File: config.mk
export PLATFORM = sky130hd
export DESIGN_NAME = lfsr_rand_gen
export DESIGN_NICKNAME = d
export VERILOG_FILES = /design/src/rtl/lfsr_rand_gen.sv
export SDC_FILE = /design/constraint.sdc
export NUM_CORES = 1
export LEC_CHECK = 0
export CELL_PAD_IN_SITES_DETAIL_PLACEMENT = 1
export CELL_PAD_IN_SITES_GLOBAL_PLACEMENT = 1
export CORE_MARGIN = 2
export CORE_UTILIZATION = 35
export CTS_BUF_LIST = sky130_fd_sc_hd__clkbuf_16
export CTS_CLUSTER_SIZE = 16
export DETAILED_ROUTE_END_ITERATION = 12
export MAX_ROUTING_LAYER = met4
export PLACE_DENSITY_LB_ADDON = 0.1
export SETUP_SLACK_MARGIN = 0.5
export SYNTH_ARGS = -nofsm -noshare
export SYNTH_HDL_FRONTEND = slang
export SYNTH_SLANG_ARGS = --single-unit
export TNS_END_PERCENT = 100
File: constraint.sdc
create_clock -name clk_i -period 5.15 [get_ports clk_i]
set_input_delay 0.7725 -clock clk_i [delete_from_list [all_inputs] [get_ports clk_i]]
set_output_delay 0.7725 -clock clk_i [all_outputs]
set_load 0.01 [all_outputs]
File: src/rtl/lfsr_rand_gen.sv
// Galois-LFSR random source with seed load, lockup recovery and range-limited draws.
// Optional entropy mixing into the MSB on every step: define RNG_ENTROPY_MIX_EN.
module lfsr_rand_gen #(
  parameter int unsigned     WIDTH          = 16,
  parameter logic [WIDTH-1:0] TAPS          = 16'hB400,
  parameter logic [WIDTH-1:0] SEED          = 16'hACE1,
  parameter int unsigned     STEPS_PER_DRAW = 1,
  parameter int unsigned     MAX_TRIES      = 4
) (
  input  logic             clk_i,
  input  logic             rst_i,
  input  logic             seed_load_i,
  input  logic [WIDTH-1:0] seed_i,
  input  logic             req_valid_i,
  output logic             req_ready_o,
  input  logic [WIDTH-1:0] range_i,
  output logic             rnd_valid_o,
  input  logic             rnd_ready_i,
  output logic [WIDTH-1:0] rnd_num_o,
  input  logic             entropy_i
);

  localparam int unsigned SCW = (STEPS_PER_DRAW > 1) ? $clog2(STEPS_PER_DRAW) : 1;
  localparam logic [SCW-1:0] LAST_STEP = SCW'(STEPS_PER_DRAW - 1);
  localparam logic [4:0]     TRY_LIMIT = 5'(MAX_TRIES);

  typedef enum logic [1:0] {IDLE, STEP, CHECK, VALID} state_e;

  state_e           state_q, state_d;
  logic [WIDTH-1:0] lfsr_q, lfsr_d;
  logic [WIDTH-1:0] range_q, range_d;
  logic [WIDTH-1:0] mask_q, mask_d;
  logic [3:0]       tries_q, tries_d;
  logic [SCW-1:0]   steps_q, steps_d;
  logic [WIDTH-1:0] num_q, num_d;
  logic             valid_q, valid_d;
  logic [WIDTH-1:0] step_n;
  logic [WIDTH-1:0] cand;

  // Smear the MSB of (r-1) downward: gives 2^ceil(log2(r)) - 1.
  function automatic logic [WIDTH-1:0] range_mask(input logic [WIDTH-1:0] r);
    logic [WIDTH-1:0] m;
    m = r - 1'b1;
    for (int unsigned i = 1; i < WIDTH; i = i * 2) begin
      m = m | (m >> i);
    end
    return m;
  endfunction

`ifdef RNG_ENTROPY_MIX_EN
`else
  logic unused_entropy;
  assign unused_entropy = entropy_i;
`endif

  always_comb begin
    state_d = state_q;
    lfsr_d  = lfsr_q;
    range_d = range_q;
    mask_d  = mask_q;
    tries_d = tries_q;
    steps_d = steps_q;
    num_d   = num_q;
    valid_d = valid_q;
    step_n  = '0;
    cand    = lfsr_q & mask_q;

    if (seed_load_i) begin
      lfsr_d  = (seed_i == '0) ? SEED : seed_i;
      state_d = IDLE;
      valid_d = 1'b0;
      tries_d = '0;
      steps_d = '0;
    end else begin
      unique case (state_q)
        IDLE: begin
          if (req_valid_i) begin
            range_d = range_i;
            mask_d  = range_mask(range_i);
            tries_d = '0;
            steps_d = '0;
            state_d = STEP;
          end
        end
        STEP: begin
          step_n = (lfsr_q >> 1) ^ (lfsr_q[0] ? TAPS : '0);
`ifdef RNG_ENTROPY_MIX_EN
          step_n[WIDTH-1] = step_n[WIDTH-1] ^ entropy_i;
`endif
          lfsr_d = (step_n == '0) ? SEED : step_n;
          if (steps_q == LAST_STEP) begin
            steps_d = '0;
            state_d = CHECK;
          end else begin
            steps_d = steps_q + 1'b1;
          end
        end
        CHECK: begin
          state_d = VALID;
          valid_d = 1'b1;
          if (range_q == '0) begin
            num_d = lfsr_q;
          end else if (range_q == WIDTH'(1)) begin
            num_d = '0;
          end else if (cand < range_q) begin
            num_d = cand;
          end else if (({1'b0, tries_q} + 5'd1) < TRY_LIMIT) begin
            tries_d = tries_q + 1'b1;
            state_d = STEP;
            valid_d = 1'b0;
          end else begin
            // cand <= mask < 2*range, so the folded value is always in range
            num_d = cand - range_q;
          end
        end
        VALID: begin
          if (rnd_ready_i) begin
            valid_d = 1'b0;
            state_d = IDLE;
          end
        end
        default: state_d = IDLE;
      endcase
    end
  end

  always_ff @(posedge clk_i or posedge rst_i) begin
    if (rst_i) begin
      state_q <= IDLE;
      lfsr_q  <= SEED;
      range_q <= '0;
      mask_q  <= '0;
      tries_q <= '0;
      steps_q <= '0;
      num_q   <= '0;
      valid_q <= 1'b0;
    end else begin
      state_q <= state_d;
      lfsr_q  <= lfsr_d;
      range_q <= range_d;
      mask_q  <= mask_d;
      tries_q <= tries_d;
      steps_q <= steps_d;
      num_q   <= num_d;
      valid_q <= valid_d;
    end
  end

  assign req_ready_o = (state_q == IDLE);
  assign rnd_valid_o = valid_q;
  assign rnd_num_o   = num_q;

endmodule

* Word level (Yosys, flattened, before mapping)
Cells that the tools add are included.
Storage, ports and cells: word-level logic and storage cells 84, bits in registers 72, output and inout bits 18
Operators by class: mux-type cells 36, add/sub/neg operators 5, reductions and logical operators 14, equal/unequal tests 12, order comparisons 2, bitwise operators 7
Operators with widths (number):
- $mux 16 | 9
- $logic_not 16->1 | 3
- $mux 4 | 6
- $ne 3x3->1 const B | 7
- $and 16x16->16 | 1
- $eq 16x1->1 const B | 1
- $lt 16x16->1 | 1
- $mux 2 | 8
- $or 16x12->16 | 1
- $or 16x14->16 | 1
- $or 16x15->16 | 1
- $or 16x8->16 | 1
- $sub 16x1->16 const B | 1
- $sub 16x16->16 | 1
- $xor 15x16->16 | 1
- $mux 1 | 9
- $reduce_and 3->1 | 3
- $reduce_bool 3->1 | 3
- $pmux 2 s4 | 1
- $pmux 4 s2 | 1
- $reduce_and 6->1 | 1
- $add 4x1->5 const B | 1
- $lt 5x3->1 const B | 1
- $add 4x1->4 const B | 1
- other kinds (9) | 12

* Depth between registers and ports, before layout
Gate-level depths: netlist of run 1.
depth after elaboration 8, mapped depth 14, depth with buffers taken out 11

* Worst setup path after synthesis of run 1
Ideal clock, no wire load.
path type register to register, start register lfsr_q[0], end register num_q[14], in the netlist rnd_num_o[14], path buffers 3, period minus slack after synthesis 3.105 ns, arrival time 2.984 ns, library setup time 0.121 ns, cell stages (with the launch flop) 15, slack 2.045 ns, path through dfstp_2 > clkbuf_1 > nand2_1 > ha_1 > inv_1 > fa_1 > a211oi_1 > o21ai_0 > o211a_1 > o21ai_0 > and4_1 > clkbuf_1 > clkbuf_1 > o21ai_0 > o22a_1
Between the ends: cells in the longest elaborated chain, start to end 6
RTL lines:
- from (decl) | line 30 | logic [WIDTH-1:0] lfsr_q, lfsr_d;
- from (signal assigned) | line 139 | lfsr_q <= lfsr_d;
- $and 16x16->16 (*) | line 66 | cand = lfsr_q & mask_q;
- $sub 16x16->16 | line 113 | num_d = cand - range_q;
- $mux 16 | line 107 | end else if (({1'b0, tries_q} + 5'd1) < TRY_LIMIT) begin
- $mux 16 | line 105 | end else if (cand < range_q) begin
- $mux 16 | line 103 | end else if (range_q == WIDTH'(1)) begin
- $mux 16 | line 101 | if (range_q == '0) begin
- to (signal assigned) | line 144 | num_q <= num_d;
- to (decl) | line 35 | logic [WIDTH-1:0] num_q, num_d;
Every way passes the cells marked *; elsewhere a longest branch is shown, timed or not. The select of a mux whose other input is x is not followed. A chain may end at the register's enable or synchronous reset.

* Final worst setup path of run 1
start register lfsr_q[0], end register num_q[7], in the netlist rnd_num_o[7]
Same word-level chain as after synthesis.

==> results by group, run 1 <==
Yosys
  – Seq/Total Area, Yosys: 0.3755
  – Post-synth EDFFs: 0
  – Post-Synthesis Cell Area: 4758 µm²
  – Post-synthesis cell type count: 66
  – Avg Cell Area, Syn: 8.247 µm²
  – Net count after synthesis: 635
  – Async set or reset register ratio after synthesis: 1.000
  – Yosys reg bits: 71
  – Synth Flop Type: dfrtp_1
  – Syn. warnings: 0
  – Post-Syn Instances: 577

Global route
  – Largest net degree at the start of global routing: 39
  – Total global routing overflow: 0
  – First-pass GRT wire length: 25.03 mm
  – Total track usage: 0.2231
  – Initial antenna violation count: 0
  – Vias in the first global route: 4788

Worst setup path
  – Max FO, Critical Path: 16
  – CP Launch Type: register
  – Worst reg-to-reg path cell count: 12
  – R2r startpoint: lfsr_q[0]$_DFFE_PP1P_
  – Worst endpoint required time: 5400 ps
  – Critical path arrival: 4100 ps
  – Crit path kind: reg -> reg
  – Origin of the worst setup path: lfsr_q[0]$_DFFE_PP1P_
  – Nature of the critical path endpoint: register

Detailed routing
  – Vias/cell: 5.647
  – Post-route ant nets: 0
  – Initial DRC count: 269
  – First-pass detailed-route iteration total: 4
  – DR vias: 4523
  – DR WL/cell: 19.04 µm
  – Post-Route WL: 15.25 mm
  – Residual DRC: 0

Clocking
  – Post-CTS resize count: 0
  – Sink Count: 71
  – Max Root-Sink Buffers: 2
  – Post-CTS Hold Fix Bufs: 0
  – Clock Latency Late Sink: 330 ps
  – Clock slew at reported path FFs: 50 ps
  – TritonCTS clock tree: yes
  – CTS Buf Count: 9
  – CTS root buf: clkbuf_16
  – Htree depth: 3
  – Post-CTS Setup Repair Bufs: 0

Die
  – Row cnt: 42
  – Initial Util: 0.3593
  – Die Height: 120.6 µm
  – Die area: 14540 µm²
  – Die X: 120.6 µm
  – Core area: 13240 µm²
  – I/O pin total: 56

STA
  – F_max: 259.8 MHz
  – Final slew viol count: 0
  – Tmin final: 3849 ps
  – Final Hold Fails: 0
  – Final worst path period share: 0.7473
  – Worst slew pin tran: 896.0 ps
  – Slew Limit Headroom: 0.4027
  – Sum Neg Setup Slack: 0 ps
  – Final Setup Violations: 0
  – RSZ-0062 raised after global routing: no
  – Clk_skew: 3.452 ps

Placed design
  – Dpl cell area: 5468 µm²
  – IO buf count: 54
  – Placer Congestion: 0.8286
  – Detailed Place HPWL: 11.56 mm

Power
  – Total power: 2.383 mW
  – Max IR drop VDD: 236.4 µV
  – Pleak: 2.312 nW
  – PwrDens: 416.6 nW/µm²

Final layout
  – NumNets Final: 678
  – Final Cell Area: 5719 µm²
  – Proportion of layout cells with a drive suffix above 1: 0.07040
  – Fillers: 1636
  – # diodes: 0
  – Layout overhead on the synthesized area: 20.19%
  – Final Util: 0.4319

Worst hold path
  – Min-delay worst type: reg -> reg
  – Worst hold path stage count: 2
  – Hold_sp: mask_q[15]$_DFFE_PP0P_

Flow run
  – Max Cap Viol: 0

Status
  – Status: finished clean
[layout make-up]
| cell class | instances | area, µm² | share of cell area |
|---|---|---|---|
| clock inverters | 7 | 26.28 | 0.004594 |
| flip-flops and latches | 71 | 1787 | 0.3124 |
| clock buffers | 9 | 225.2 | 0.03938 |
| well taps | 176 | 220.2 | 0.03850 |
| multi-input cells | 444 | 2736 | 0.4784 |
| inverters | 31 | 116.4 | 0.02035 |
| repair buffers | 63 | 608.1 | 0.1063 |
[cells in the mapped netlist, drive strengths merged (7+ instances only)]
master | count | area share
ha | 19 | 0.050
a31oi | 12 | 0.016
a21o | 7 | 0.011
xor2 | 10 | 0.018
nor2 | 61 | 0.048
dfrtp | 63 | 0.33
a21oi | 33 | 0.035
clkbuf | 26 | 0.021
and2 | 16 | 0.021
nor4 | 14 | 0.018
nand3 | 14 | 0.015
nand2 | 54 | 0.043
nor3 | 15 | 0.017
o21a | 7 | 0.011
dfstp | 8 | 0.044
inv | 31 | 0.024
a22oi | 11 | 0.017
o21ai | 63 | 0.066
[layer usage]
layer | vias to the layer above | part of all wire | track usage
li1 | 2188 | - | -
met1 | 2252 | 0.46 | 0.2823
met2 | 65 | 0.50 | 0.3739
met3 | 18 | 0.023 | 0.03396
met4 | 0 | 0.015 | 0.05814
met5 | - | 0 | -
[cells in the final DEF (no fill, tap or decap), types with 5 or more instances in the layout]
master           count
dfrtp_1             63
o21ai_0             62
nor2_1              61
nand2_1             54
clkdlybuf4s50_1     54
inv_1               34
a21oi_1             33
ha_1                19
and2_1              15
nor3_1              14
nor4_1              14
nand3_1             14
a31oi_1             12
a22oi_1             11
xor2_1              10
clkbuf_16            9
buf_4                9
dfstp_2              8
a21o_1               7
o21a_1               7
and3_1               6
o22ai_1              6
nor2b_1              6
mux2i_1              6
and4_1               5
o31a_1               5
nand2b_1             5
mux2_2               5
a31o_2               5
[power by group]
part / switching [mW] / leakage, nW / total [mW] / internal [mW]
Combinational: 0.556 / 1.37 / 1.04 / 0.483
Clock: 0.225 / 0.137 / 0.539 / 0.314
Sequential: 0.112 / 0.808 / 0.804 / 0.692
[metrics by stage]
| stage | worst slack [ps] | cells | hold slack [ps] |
|---|---|---|---|
| 6_report | 1301 | 801 | 502.2 |
| 5_1_grt | 1097 | 801 | 546.9 |
| 4_1_cts | 1275 | 801 | 510.1 |
| 3_5_place_dp | 1252 | 785 | 495.1 |
| 3_3_place_gp | 1397 | 785 | 496.4 |
| 2_1_floorplan | 2045 | 577 | 441.8 |
[sequential cells by signal, indices dropped and copies added (netlist names)]
| signal | cells |
|---|---|
| lfsr_q | 16 |
| mask_q | 16 |
| range_q | 16 |
| rnd_num_o | 16 |
| tries_q | 4 |
| state_q | 2 |
| rnd_valid_o | 1 |
[cell families (layout without fill, tap and decap cells)]
| family | count (synthesis) | after routing | share of synthesized area |
|---|---|---|---|
| adders and majority gates | 20 | 20 | 0.05417 |
| and+or+nand+nor | 216 | 216 | 0.2256 |
| muxes | 11 | 11 | 0.02445 |
| AOI/OAI and AO/OA | 183 | 183 | 0.2451 |
| xor gates and xnor gates | 14 | 14 | 0.02577 |
| DFF | 71 | 71 | 0.3755 |
| buffers and inverters | 62 | 110 | 0.04943 |
[worst paths after layout]
path | endpoint | slack, ps
worst max-delay path | rnd_num_o[7]$_DFFE_PP0P_ | 1300
worst min-delay path | mask_q[15]$_DFFE_PP0P_ | 500
worst max register to register | rnd_num_o[7]$_DFFE_PP0P_ | 1300
worst min register to register | mask_q[15]$_DFFE_PP0P_ | 500
max in group asynchronous | mask_q[1]$_DFFE_PP0P_ | 3250
min in group asynchronous | state_q[0]$_DFFE_PP0P_ | 930
[worst max-delay path, cell delays in order, from the launching register on]
cell and delay (ps):
dfstp_2 640, nand2_1 80, ha_1 210, inv_1 70, fa_1 230, a211oi_1 90, o21ai_0 520, o211a_1 360
o21ai_1 110, buf_4 240, nor2b_1 690, a22oi_1 320, a21oi_1 220
(Power assumes the default switching activity.)
==> run 2, diff against run 1 <==
==> constraint.sdc (replaced) <==
create_clock -name clk_i -period 3.5 [get_ports clk_i]
set_input_delay 0.525 -clock clk_i [delete_from_list [all_inputs] [get_ports clk_i]]
set_output_delay 0.525 -clock clk_i [all_outputs]
set_load 0.01 [all_outputs]
==> run 2 against run 1 <==
First-iteration DRC count fell by 12%. Sequential cell count unchanged. Critical path type is now in -> reg. Clock skew increased by 4.5 ps. Non-clock buffer count grew 31. Sequential share of layout area shrank 1.7 points. Final cell count is 3.9% higher. Via count grew 2.5%. Global-route usage is 0.89 points higher. Critical path depth shrank 4. Highest routed layer unchanged. Count of clock-buffer cells in the layout unchanged.
==> results by group, run 2 (synthesis gave the netlist of run 1 again) <==
Power
  – Max IR drop VDD: 357.1 µV (was 236.4 µV)
  – Pleak: 2.479 nW (was 2.312 nW)
  – PwrDens: 611.8 nW/µm² (was 416.6 nW/µm²)

Clocking
  – Max Root-Sink Buffers: 2 (unchanged)
  – Sink Count: 71 (unchanged)
  – Post-CTS Hold Fix Bufs: 0 (unchanged)
  – Clock slew at reported path FFs: 50 ps (about the same)
  – Clock Latency Late Sink: 340 ps (was 330 ps)
  – Htree depth: 3 (unchanged)
  – CTS Buf Count: 9 (unchanged)
  – CTS root buf: clkbuf_16 (unchanged)
  – TritonCTS clock tree: yes (unchanged)

Placed design
  – IO buf count: 54 (unchanged)
  – Detailed Place HPWL: 12.13 mm (was 11.56 mm)
  – Placer Congestion: 0.8528 (was 0.8286)
  – Placed Cells: 811 (was 785)

Final layout
  – Most frequent cells in the layout: dfrtp_1 (63), nor2_1 (61), o21ai_0 (59) (was dfrtp_1 (63), o21ai_0 (62), nor2_1 (61))
  – Commonest non-fill, non-tap cell in the layout: dfrtp_1 (unchanged)
  – Layout overhead on the synthesized area: 26.93% (was 20.19%)
  – # diodes: 0 (unchanged)
  – Non-Filler Instances: 832 (was 801)
  – NumNets Final: 709 (was 678)
  – Proportion of layout cells with a drive suffix above 1: 0.1341 (was 0.07040)

Global route
  – Total global routing overflow: 0 (unchanged)
  – GR Util met3: 0.04717 (was 0.03396)
  – Vias in the first global route: 4904 (was 4788)
  – Met2 usage: 0.3824 (was 0.3739)
  – First-pass GRT wire length: 25.59 mm (was 25.03 mm)
  – Grt met1 use: 0.2910 (was 0.2823)
  – Largest net degree at the start of global routing: 39 (unchanged)
  – Initial antenna violation count: 0 (unchanged)
  – Total track usage: 0.2320 (was 0.2231)
  – Global route hottest layer: met2 (unchanged)

Die
  – Row cnt: 42 (unchanged)
  – Die Height: 120.6 µm (unchanged)
  – Die area: 14540 µm² (unchanged)
  – Initial Util: 0.3593 (unchanged)
  – Die X: 120.6 µm (unchanged)
  – I/O pin total: 56 (unchanged)
  – Core area: 13240 µm² (unchanged)

Worst setup path
  – Critical path arrival: 3170 ps (was 4100 ps)
  – R2R setup slack: 640 ps (was 1300 ps)
  – Crit path kind: in -> reg (was reg -> reg)
  – CP Launch Type: input pin (was register)
  – Reg2reg end: rnd_num_o[5]$_DFFE_PP0P_ (was rnd_num_o[7]$_DFFE_PP0P_)
  – Nature of the critical path endpoint: register (unchanged)
  – Worst endpoint required time: 3750 ps (was 5400 ps)
  – CP max stage delay: 600 ps (was 690 ps)
  – CP max stage cell: clkdlybuf4s50_1 (was nor2b_1)
  – Critical-path cell list: clkdlybuf4s50_1 -> or3b_2 -> a2111o_1 -> a221oi_2 -> nor3_2 -> and3b_4 -> and4_1 -> a41oi_1 (was nand2_1 -> ha_1 -> inv_1 -> fa_1 -> a211oi_1 -> o21ai_0 -> o211a_1 -> o21ai_1 -> buf_4 -> nor2b_1 -> a22oi_1 -> a21oi_1)
  – R2r startpoint: lfsr_q[0]$_DFFE_PP1P_ (unchanged)
  – Max FO, Critical Path: 9 (was 16)
  – Worst reg-to-reg path cell count: 13 (was 12)

Status
  – Status: finished clean (unchanged)

Worst hold path
  – Min-delay worst type: reg -> reg (unchanged)
  – Min-Delay Endpoint: mask_q[15]$_DFFE_PP0P_ (unchanged)
  – Worst hold path stage count: 2 (unchanged)
  – Hold_sp: mask_q[15]$_DFFE_PP0P_ (unchanged)

Detailed routing
  – Vias/cell: 5.570 (was 5.647)
  – Residual DRC: 0 (unchanged)
  – Post-route ant nets: 0 (unchanged)
  – Initial DRC count: 237 (was 269)
  – First-pass detailed-route iteration total: 4 (unchanged)
  – DR WL/cell: 18.84 µm (was 19.04 µm)
  – DR vias: 4634 (was 4523)
  – Post-Route WL: 15.67 mm (was 15.25 mm)

STA
  – RSZ-0062 raised after global routing: no (unchanged)
  – Sum Neg Setup Slack: 0 ps (unchanged)
  – Final worst path period share: 0.8336
  – Final Hold Fails: 0 (unchanged)
  – Final slew viol count: 0 (unchanged)
  – Slew Limit Headroom: 0.4234 (was 0.4027)
  – Hold Slack: 482.1 ps (was 502.2 ps)
  – Clk_skew: 7.975 ps (was 3.452 ps)
  – Final Setup Violations: 0 (unchanged)
  – F_max: 342.8 MHz
  – Worst slew pin tran: 864.9 ps (was 896.0 ps)
  – Tmin final: 2917 ps

Flow run
  – Max Cap Viol: 0 (unchanged)
==> run 2: changes by cell type in the layout (fill, tap and decap cells not counted), sizes merged <==
| cell | previous run | this run |
|---|---|---|
| buf | 9 | 40 |
==> run 2: layout make-up <==
cell class                 instances  area, µm²
multi-input combinational        444       2806
sequential                        71       1787
timing repair buffer              94      857.1
clock buffer                       9      225.2
tap                              176      220.2
inverter                          31      116.4
clock inverter                     7      27.53
fill                            1597       7203
==> run 2: stage by stage <==
step / instance area [µm²] / setup WS, ps / power, mW / utilization
after floorplan: 4763 / 499.2 / 2.135 / -
after global placement: 5679 / 266.3 / 2.766 / 0.4289
after detailed placement: 5679 / 155.3 / 2.818 / 0.4289
after CTS: 5981 / 504.8 / 3.689 / 0.4516
after global routing: 6040 / 502.7 / 3.954 / 0.4561
final: 6040 / 582.5 / 3.695 / 0.4561
==> run 2: timing repair <==
action                                  4_1_cts  5_1_grt
pin swaps                                     2        4
endpoints found under the setup margin       16       28
gates resized for setup                       5       14
buffers inserted                              5        0
==> run 2: metal layers <==
layer  wire [µm]  part of all wire
met5           0                 0
met4         298             0.019
met3         325             0.021
met2        7672              0.49
met1        7375              0.47
==> run 2: worst max-delay path: cells and delay by family <==
kind	cells	cell delay [ps]
buffers and inverters	1	600
and+or+nand+nor	4	1050
AOI/OAI and AO/OA	3	990
==> run 2: worst max path at each step <==
stage	from	to	slack [ps]	cells past startpoint
after global placement	range_i[5]	mask_q[0]$_DFFE_PP0P_	270	8
after detailed placement	range_i[0]	mask_q[1]$_DFFE_PP0P_	160	10
final	range_i[8]	mask_q[1]$_DFFE_PP0P_	580	8
after global routing	range_i[8]	mask_q[1]$_DFFE_PP0P_	500	8
after floorplan	lfsr_q[0]$_DFFE_PP1P_	rnd_num_o[14]$_DFFE_PP0P_	500	14
after CTS	range_i[0]	mask_q[1]$_DFFE_PP0P_	500	10
==> run 2: power by group <==
group / internal (mW) / leakage (nW) / switching [mW]
clock network: 0.463 / 0.139 / 0.340
registers: 1.02 / 0.808 / 0.156
logic: 0.826 / 1.53 / 0.893
total: 2.31 / 2.48 / 1.39
==> run 3, diff against run 2 <==
==> constraint.sdc (replaced) <==
create_clock -name clk_i -period 2.73 [get_ports clk_i]
set_input_delay 0.4095 -clock clk_i [delete_from_list [all_inputs] [get_ports clk_i]]
set_output_delay 0.4095 -clock clk_i [all_outputs]
set_load 0.01 [all_outputs]
==> run 3 against run 2 <==
Global-route usage up 2.4 points. Clock skew shrank 0.75 ps. Via count up 7.4%. Worst setup slack got worse by 560 ps. Die area did not move. Non-clock buffer count up 77. Clock power up 79%. Sequential share of layout area shrank 4.6 points. Routed wire length is 13% higher. Combinational power rose by 67%. Highest routed layer unchanged. Sequential power rose by 26%.
==> results by group, run 3 (synthesis gave the netlist of run 1 again) <==
Detailed routing
  – Initial DRC count: 236 (was 237)
  – First-pass detailed-route iteration total: 4 (unchanged)
  – Post-Route WL: 17.71 mm (was 15.67 mm)
  – Residual DRC: 0 (unchanged)
  – Post-route ant nets: 0 (unchanged)
  – DR WL/cell: 19.49 µm (was 18.84 µm)
  – DR vias: 4975 (was 4634)
  – Vias/cell: 5.473 (was 5.570)

Die
  – Row cnt: 42 (unchanged)
  – Die Height: 120.6 µm (unchanged)
  – Die area: 14540 µm² (unchanged)
  – Initial Util: 0.3593 (unchanged)
  – Core area: 13240 µm² (unchanged)
  – I/O pin total: 56 (unchanged)
  – Die X: 120.6 µm (unchanged)

Worst setup path
  – Worst reg-to-reg path cell count: 11 (was 13)
  – Critical path arrival: 2930 ps (was 3170 ps)
  – Crit path kind: reg -> reg (was in -> reg)
  – R2R setup slack: 30 ps (was 640 ps)
  – Reg2reg end: rnd_num_o[5]$_DFFE_PP0P_ (unchanged)
  – R2r startpoint: mask_q[10]$_DFFE_PP0P_ (was lfsr_q[0]$_DFFE_PP1P_)
  – Max FO, Critical Path: 6 (was 9)
  – Nature of the critical path endpoint: register (unchanged)
  – CP Launch Type: register (was input pin)
  – Worst endpoint required time: 2960 ps (was 3750 ps)

STA
  – Final slew viol count: 0 (unchanged)
  – F_max: 369.7 MHz
  – Final worst path period share: 0.9907
  – Slew Limit Headroom: 0.4906 (was 0.4234)
  – Final WS setup: 25.37 ps (was 582.5 ps)
  – Final Setup Violations: 0 (unchanged)
  – Tmin final: 2705 ps
  – Final Hold Fails: 0 (unchanged)
  – RSZ-0062 raised after global routing: yes (was no)
  – Worst slew pin tran: 764.1 ps (was 864.9 ps)
  – Clk_skew: 7.224 ps (was 7.975 ps)

Worst hold path
  – Min-Delay Endpoint: range_q[6]$_DFFE_PP0P_ (was mask_q[15]$_DFFE_PP0P_)
  – Min-delay worst type: in -> reg (was reg -> reg)
  – Worst hold path stage count: 4 (was 2)
  – Hold_sp: range_i[6] (was mask_q[15]$_DFFE_PP0P_)

Final layout
  – # diodes: 0 (unchanged)
  – Proportion of layout cells with a drive suffix above 1: 0.3151 (was 0.1341)
  – Layout overhead on the synthesized area: 50.59% (was 26.93%)
  – Most frequent cells in the layout: buf_4 (100), dfrtp_1 (63), nor2_1 (58) (was dfrtp_1 (63), nor2_1 (61), o21ai_0 (59))
  – NumNets Final: 786 (was 709)
  – Commonest non-fill, non-tap cell in the layout: buf_4 (was dfrtp_1)

Clocking
  – CTS root buf: clkbuf_16 (unchanged)
  – Post-CTS Hold Fix Bufs: 0 (unchanged)
  – CTS Buf Count: 9 (unchanged)
  – Sink Count: 71 (unchanged)
  – Max Root-Sink Buffers: 2 (unchanged)
  – Htree depth: 3 (unchanged)
  – Clock slew at reported path FFs: 60 ps (was 50 ps)
  – Clock Latency Late Sink: 340 ps (about the same)
  – TritonCTS clock tree: yes (unchanged)

Placed design
  – Placer Congestion: 0.8419 (was 0.8528)
  – Place WS: -382.6 ps (was 155.3 ps)
  – IO buf count: 54 (unchanged)
  – Detailed Place HPWL: 12.95 mm (was 12.13 mm)

Power
  – PwrDens: 808.5 nW/µm² (was 611.8 nW/µm²)
  – Total power: 5.794 mW (was 3.695 mW)
  – Pleak: 3.022 nW (was 2.479 nW)
  – Max IR drop VDD: 485.2 µV (was 357.1 µV)

Status
  – Status: finished clean (unchanged)

Global route
  – Initial antenna violation count: 0 (unchanged)
  – First-pass GRT wire length: 28.26 mm (was 25.59 mm)
  – Total global routing overflow: 0 (unchanged)
  – Total track usage: 0.2563 (was 0.2320)
  – Largest net degree at the start of global routing: 72 (was 39)
  – Vias in the first global route: 5396 (was 4904)

Flow run
  – Max Cap Viol: 0 (unchanged)
-- run 3: changes by cell type in the layout (fill, tap and decap cells not counted), sizes merged --
| cell | previous run | this run |
|---|---|---|
| bufinv | 0 | 4 |
| clkbuf | 9 | 10 |
| clkinvlp | 0 | 1 |
| clkdlybuf4s15 | 0 | 1 |
| clkinv | 3 | 1 |
| clkdlybuf4s50 | 54 | 44 |
| dlymetal6s2s | 0 | 2 |
| buf | 40 | 123 |
| inv | 35 | 32 |
-- run 3: worst max-delay path by stage --
stage,start,to,slack [ps]
2_1_floorplan,lfsr_q[0]$_DFFE_PP1P_,rnd_num_o[5]$_DFFE_PP0P_,100
3_3_place_gp,range_i[0],mask_q[1]$_DFFE_PP0P_,-260
3_5_place_dp,range_i[0],mask_q[1]$_DFFE_PP0P_,-380
4_1_cts,mask_q[0]$_DFFE_PP0P_,rnd_num_o[4]$_DFFE_PP0P_,10
5_1_grt,lfsr_q[14]$_DFFE_PP0P_,rnd_num_o[8]$_DFFE_PP0P_,-70
6_report,mask_q[10]$_DFFE_PP0P_,rnd_num_o[5]$_DFFE_PP0P_,30
-- run 3: timing repair --
item / 4_1_cts / 5_1_grt
pin swaps: 31 / 29
resized for setup: 73 / 47
gates cloned: 0 / 1
setup buffers: 11 / 5
setup endpoints to repair: 38 / 37
-- run 3: stage by stage --
stage	setup TNS, ps	cells	hold WS, ps	instance area, µm²	util
after global placement	-2291	876	501.7	6282	0.4744
after global routing	-376.4	909	455.6	7166	0.5411
after CTS	0	903	415.5	6913	0.5220
after detailed placement	-4339	876	500.2	6282	0.4744
after floorplan	0	577	441.8	4921	-
final	0	909	420.5	7166	0.5411
-- run 3: cell type report --
class,count,area (µm²)
clock buffers,9,225.2
clock inverters,7,136.4
fillers,1558,6077
inverters,31,118.9
multi-input cells,444,3149
flip-flops and latches,71,1787
well taps,176,220.2
repair buffers,171,1529
-- run 3: report_power, final --
group	leakage [nW]	internal, mW	switching [mW]
Clock	0.177	0.980	0.465
Sequential	0.808	1.30	0.174
Combinational	2.04	1.47	1.40
Total	3.02	3.75	2.04
-- run 3: worst max-delay path: stages (launching register included) --
cell,delay (ps)
dfrtp_1,420
and2_1,190
ha_1,290
nand2_1,70
o21ai_0,360
or2_4,250
o21ai_4,70
buf_12,140
buf_8,120
a31o_4,200
a32o_1,200
mux2_4,250
-- run 3: per-layer routing --
metal	vias to the layer above	wire length [µm]	global-route usage
met5	-	0	-
met4	0	301	0.06323
met3	20	503	0.05094
met2	68	9020	0.4382
met1	2496	7886	0.3113
li1	2391	-	-
